### src/rtl/inv_pipe.sv
// Operand transform stage (pass / invert / masked invert / negate) feeding a
// small FIFO output buffer with valid/ready handshakes and a delivered-word counter.
module inv_pipe #(
    parameter int WIDTH = 4,
    parameter int DEPTH = 2,
    parameter int CNT_W = 8
) (
    input  logic             clk,
    input  logic             rst_n,
    input  logic [WIDTH-1:0] A_in,
    input  logic [1:0]       mode,
    input  logic [WIDTH-1:0] mask,
    input  logic             in_valid,
    output logic             in_ready,
    output logic [WIDTH-1:0] A_out,
    output logic             out_valid,
    input  logic             out_ready,
    output logic [CNT_W-1:0] count
);

    localparam int PTR_W = (DEPTH > 1) ? $clog2(DEPTH) : 1;
    localparam int OCC_W = $clog2(DEPTH + 1);
    localparam logic [OCC_W-1:0] OCC_FULL = OCC_W'(DEPTH);

    typedef enum logic [1:0] {
        MODE_PASS     = 2'b00,
        MODE_INV      = 2'b01,
        MODE_MASK_INV = 2'b10,
        MODE_NEG      = 2'b11
    } mode_e;

    logic [WIDTH-1:0] mem_q [DEPTH];
    logic [PTR_W-1:0] wr_ptr_q, wr_ptr_d;
    logic [PTR_W-1:0] rd_ptr_q, rd_ptr_d;
    logic [OCC_W-1:0] occ_q, occ_d;
    logic [CNT_W-1:0] count_q, count_d;
    logic [WIDTH-1:0] result;
    logic             push;
    logic             pop;

    // in_ready depends only on registered occupancy, so out_ready never reaches it.
    assign in_ready  = (occ_q < OCC_FULL);
    assign out_valid = (occ_q != '0);
    assign push      = in_valid && in_ready;
    assign pop       = out_valid && out_ready;
    assign A_out     = out_valid ? mem_q[rd_ptr_q] : '0;
    assign count     = count_q;

    // NOTE: every always_comb output gets a default first so no path can infer a latch.
    always_comb begin
        result = A_in;
        case (mode_e'(mode))
            MODE_PASS:     result = A_in;
            MODE_INV:      result = ~A_in;
            MODE_MASK_INV: result = A_in ^ mask;
            MODE_NEG:      result = (~A_in) + WIDTH'(1);
        endcase
    end

    always_comb begin
        wr_ptr_d = wr_ptr_q;
        rd_ptr_d = rd_ptr_q;
        occ_d    = occ_q;
        count_d  = count_q;
        if (push) wr_ptr_d = wr_ptr_q + PTR_W'(1);
        if (pop) begin
            rd_ptr_d = rd_ptr_q + PTR_W'(1);
            count_d  = count_q + CNT_W'(1);
        end
        case ({push, pop})
            2'b10:   occ_d = occ_q + OCC_W'(1);
            2'b01:   occ_d = occ_q - OCC_W'(1);
            default: occ_d = occ_q;
        endcase
    end

    // NOTE: sequential state uses non-blocking assignments so all registers update together.
    always_ff @(posedge clk) begin
        if (!rst_n) begin
            wr_ptr_q <= '0;
            rd_ptr_q <= '0;
            occ_q    <= '0;
            count_q  <= '0;
        end else begin
            wr_ptr_q <= wr_ptr_d;
            rd_ptr_q <= rd_ptr_d;
            occ_q    <= occ_d;
            count_q  <= count_d;
        end
    end

    // NOTE: buffer storage is deliberately not reset; stale entries are masked by out_valid.
    always_ff @(posedge clk) begin
        if (rst_n && push) mem_q[wr_ptr_q] <= result;
    end

endmodule

### config.mk
export PLATFORM = sky130hd
export DESIGN_NAME = inv_pipe
export DESIGN_NICKNAME = d
export VERILOG_FILES = /design/src/rtl/inv_pipe.sv
export SDC_FILE = /design/constraint.sdc
export NUM_CORES = 1
export LEC_CHECK = 0
export ABC_AREA = 0
export CAP_MARGIN = 30
export CORE_ASPECT_RATIO = 1.4
export CORE_MARGIN = 8
export CORE_UTILIZATION = 26
export CTS_CLUSTER_SIZE = 16
export DETAILED_ROUTE_END_ITERATION = 7
export HOLD_SLACK_MARGIN = 0.06
export SLEW_MARGIN = 20
export SYNTH_ARGS = -nofsm -noshare
export SYNTH_HDL_FRONTEND = slang
export SYNTH_SLANG_ARGS = --single-unit
### constraint.sdc
create_clock -name clk -period 2.4 [get_ports clk]
set_clock_uncertainty 0.05 [all_clocks]
set_input_delay 0.24 -clock clk [delete_from_list [all_inputs] [get_ports clk]]
set_output_delay 0.24 -clock clk [all_outputs]
set_load 0.01 [all_outputs]
* After elaboration in Yosys (flattened, before gate mapping)
Memories as Yosys holds them, arrays and structs flattened. A register that Yosys moved wholly into a read port is not among the register bits. Cells that the tools add are included. W data, S select, Z words.
Operators by class: add/sub/neg operators 6, magnitude comparators 1, eq/ne operators 5, muxes and demuxes 7, bitwise operators 2, reductions and logical operators 6
Operators with widths (count):
- $pmux W4 S4 | 1
- $add A8 B1 Y8 const B | 1
- $eq A2 B2 Y1 const B | 3
- $add A4 B1 Y4 const B | 1
- $eq A2 B1 Y1 const B | 2
- $mux W1 | 4
- $mux W4 | 1
- $not A4 Y4 | 1
- $pmux W2 S2 | 1
- $reduce_bool A2 Y1 | 2
- $xor A4 B4 Y4 | 1
- $logic_and A1 B1 Y1 | 3
- $add A1 B1 Y1 const B | 2
- $add A2 B1 Y2 const B | 1
- $logic_not A2 Y1 | 1
- $lt A2 B2 Y1 const B | 1
- $sub A2 B1 Y2 const B | 1
Storage, ports and cells: bits in registers 12, memory bits (writable) 8, input bits 14, output and inout bits 14, logic and storage cells 32, memories kept 1
Memories:
- mem_q | depth 2, width 4, rd ports 1, clocked after memory_dff 1, wr ports 1, line 32 | logic [WIDTH-1:0] mem_q [DEPTH];

* Logic depth before layout (Yosys ltp)
word-level depth 5, gate-level depth with buffers 7, depth with buffers taken out 6

* Worst setup path after synthesis
No wires, ideal clock.
kind flip-flop to flip-flop, from register occ_q[0], to register occ_q[1], setup time 0.071 ns, arrival 1.524 ns, data required time 2.279 ns, setup slack 0.755 ns, stages on the path, launching flop included 7, buffers on the path 1, clock period less this slack 1.645 ns, cells stage by stage dfxtp_1 buf_2 o21ai_4 inv_1 ha_1 or3_1 a21oi_1
On the way: cells in the longest elaborated chain, start to end 4, elaborated cells on any way between the ends 10, those cells by class add/sub: 2; order compare: 1; eq/ne: 2; mux: 1; reduce/logical: 4
RTL lines:
- from (decl) | line 35 | logic [OCC_W-1:0] occ_q, occ_d;
- from (signal assigned) | line 82 | occ_q <= '0;
- from (signal assigned) | line 87 | occ_q <= occ_d;
- $reduce_bool A2 Y1 (*) | line 43 | assign out_valid = (occ_q != '0);
- $logic_and A1 B1 Y1 (*) | line 45 | assign pop = out_valid && out_ready;
- net pop | line 39 | logic pop;
- $eq A2 B1 Y1 or $eq A2 B2 Y1 (tied branches) | line 70 | case ({push, pop})
- $pmux W2 S2 or $reduce_bool A2 Y1 (tied branches)
Mark *: on every way through the listed nets, which the timed path passes. The rest lies on a longest branch. A chain may end at the register's enable or synchronous reset.

* Worst setup path in the final report
from register occ_q[1], to output A_out[3]
On the way: cells in the longest elaborated chain, start to end 2
RTL lines:
- $reduce_bool A2 Y1 | line 43
- $mux W4 | line 46 | assign A_out = out_valid ? mem_q[rd_ptr_q] : '0;
- to (decl) | line 15 | output logic [WIDTH-1:0] A_out,
No other way between the ends.

==> impl_metrics.env <==
export IMPL_ys_ff_latch=21
export IMPL_ant_nets=0
export IMPL_die_area_mm2=0.00623
export IMPL_tightest_slew_ns=0.495
export IMPL_final_setup_tns_ns=0
export IMPL_cp_required_ns=2.11
export IMPL_numCtsBuffers=3
export IMPL_overflow=0
export IMPL_dp_hpwl_mm=1.77
export IMPL_die_x_um=69.1
export IMPL_power_leakage_uw=0.000507
export IMPL_path_cells="nor2_1 -> nor2_1 -> clkdlybuf4s50_1"
export IMPL_firstDrtPassIters=4
export IMPL_drive_above_1_share_pct=5.38
export IMPL_met2_usage_pct=13.5
export IMPL_htreeDepth=1
export IMPL_crit_type="flip-flop to output port"
export IMPL_use_met1_pct=7.46
export IMPL_hp_class="flip-flop to flip-flop"
export IMPL_grt_max_degree=13
export IMPL_routed_wl_mm=2.17
export IMPL_min_period_ns=1.91
export IMPL_relSlewSlack_pct=66.7
export IMPL_antenna_cells=0
export IMPL_seq_area_frac_synth_pct=48.8
export IMPL_setup_violations=0
export IMPL_rows=27
export IMPL_cts_clk_slew_worst_paths_ns=0.08
export IMPL_fin_nets=148
export IMPL_slowest_delay_ns=0.55
export IMPL_period_share_pct=79.5
export IMPL_tritoncts="done"
export IMPL_drt_iter0_markers=13
export IMPL_hold_ws_ns=0.452
export IMPL_place_area_mm2=0.00133
export IMPL_grt_busiest_layer="met2"
export IMPL_worstSetupStartpointType="flip-flop"
export IMPL_vdd_ir_drop_max_mv=0.333
export IMPL_cp_max_fo=7
export IMPL_cpMaxStageDelayCell="clkdlybuf4s50_1"
export IMPL_avgSynthCellArea_um2=9.95
export IMPL_worst_path_buf_inv=1
export IMPL_finalInstanceArea_mm2=0.00138
export IMPL_grt_pass1_vias=912
export IMPL_met3_usage_pct=1.32
export IMPL_clock_sinks=21
export IMPL_rsz0062_at_grt="no"
export IMPL_antenna_found_initial=0
export IMPL_critPathTopFamily="buffers and inverters"
export IMPL_drv_slew=0
export IMPL_synth_cells=103
export IMPL_grt_usage_pct=7.20
export IMPL_max_cap_violations=0
export IMPL_cts_root_buf="clkbuf_8"
export IMPL_synth_nets=120
export IMPL_syn_to_final_growth_pct=34.4
export IMPL_clock_fmax_ghz=0.524
export IMPL_cp_arrival_ns=1.62
export IMPL_post_cts_setup_buffer_count=0
export IMPL_grt_pass1_wl_mm=3.94
export IMPL_status="completed"
export IMPL_syn_cell_area_mm2=0.00102
export IMPL_gp_congestion=0.703
export IMPL_yosysUniqueCellTypes=28
export IMPL_drcViolationCount=0
export IMPL_via_count=825
export IMPL_hold_viol=0
export IMPL_io_pins=28
export IMPL_core_area_mm2=0.00385
export IMPL_wl_per_cell_um=12.5
export IMPL_clk_latency_ns=0.25
export IMPL_cts_hold_buf=0
export IMPL_worst_setup_path_end_kind="output port"
export IMPL_ys_warn_count=0
export IMPL_ctsLongestPathBuffers=2
export IMPL_path_common_cell="nor2_1"
export IMPL_viasPerCell=4.77
export IMPL_p_total_uw=1160
export IMPL_die_h_um=90.3
export IMPL_io_buffers=27
export IMPL_start_util_pct=26.6
export IMPL_power_density_mw_per_mm2=841
export IMPL_ctsResizeCount=0
worst register-to-register path, delay by kind of cell, from the launching register on:
family / cells / cell delay, ns
AO/OA/AOI/OAI: 1 / 0.16
flip-flops: 1 / 0.50
adder cells (fa/ha/maj): 1 / 0.26
buffers and inverters: 1 / 0.08
AND/OR/NAND/NOR: 2 / 0.67
path summary, 6_finish.rpt:
path	startpoint	end	slack [ns]	depth (start not counted)
worst min-delay path	count[7]	count[7]	0.45	2
worst max register to register	occ_q[1]	occ_q[1]	0.60	5
worst max-delay path	occ_q[1]	A_out[3]	0.49	3
worst min register to register	count[7]	count[7]	0.45	2
cells in the mapped netlist:
| library cell | instances | share of area, % |
|---|---|---|
| mux2_2 | 1 | 1.1 |
| mux2i_1 | 9 | 8.8 |
| a21oi_1 | 6 | 2.9 |
| nand2_1 | 7 | 2.6 |
| or3_1 | 1 | 0.61 |
| o211ai_1 | 1 | 0.73 |
| nand2b_1 | 2 | 1.2 |
| clkbuf_1 | 3 | 1.1 |
| nor4b_1 | 1 | 0.85 |
| o31ai_1 | 2 | 1.5 |
| a31oi_1 | 1 | 0.61 |
| o21ai_0 | 2 | 0.98 |
| or3_2 | 1 | 0.73 |
| nand3_1 | 1 | 0.49 |
| or4_1 | 2 | 1.5 |
| nor3_1 | 1 | 0.49 |
| buf_2 | 1 | 0.49 |
| edfxtp_1 | 8 | 23 |
| inv_1 | 7 | 2.6 |
| dfxtp_1 | 13 | 25 |
| o21ai_4 | 1 | 1.6 |
| xor2_1 | 5 | 4.3 |
| and3_1 | 1 | 0.61 |
| nor2_1 | 15 | 5.5 |
| nand4_1 | 2 | 1.2 |
| and2b_2 | 1 | 0.85 |
| ha_1 | 3 | 3.7 |
| xnor2_1 | 5 | 4.3 |
kinds of logic after synthesis:
kind of cell	Yosys count	synth area share, %
xor gates and xnor gates	10	8.55
adders and majority gates	3	3.66
AOI/OAI and AO/OA	13	8.30
DFF	21	48.8
muxes	10	9.89
buffers and inverters	11	4.15
and+or+nand+nor	35	16.6
cells in the final DEF, fill, tap and decap left out, drive strengths merged, types with 2 or more instances in the layout:
cell,n
clkdlybuf4s50,27
nor2,15
dfxtp,13
mux2i,9
edfxtp,8
inv,7
nand2,7
a21oi,6
xnor2,5
xor2,5
clkbuf,4
ha,3
o21ai,3
nand4,2
o31ai,2
or4,2
nand2b,2
or3,2
final cells by class:
cell class | count | area [µm²]
fillers | 420 | 2470
flip-flops and latches | 21 | 500
multi-input cells | 71 | 482
repair buffers | 27 | 270
well taps | 43 | 53.8
clock buffers | 4 | 45.0
inverters | 7 | 26.3
sequential cells by signal (all words and copies together), names as in the netlist, named ones only:
name	cells
rd_ptr_q	1
wr_ptr_q	1
mem_q	8
occ_q	2
count	8
where the power goes:
group | total [µW] | internal (µW) | switching (µW)
logic | 435 | 231 | 204
registers | 502 | 434 | 68.1
clock network | 222 | 118 | 104
total | 1160 | 783 | 375
through the flow:
stage | worst slack, ns | util (%) | std cells
after floorplan | 0.755 | - | 103
after global routing | 0.336 | 35.8 | 173
after CTS | 0.491 | 35.8 | 173
after detailed placement | 0.455 | 34.6 | 169
final | 0.492 | 35.8 | 173
after global placement | 0.516 | 34.6 | 169
routing by layer:
metal	vias up	routed length (µm)
met5	-	0
met4	0	27
met3	2	74
met2	18	1120
met1	395	950
li1	410	-
No activity file was read; power rests on OpenSTA's default activity.
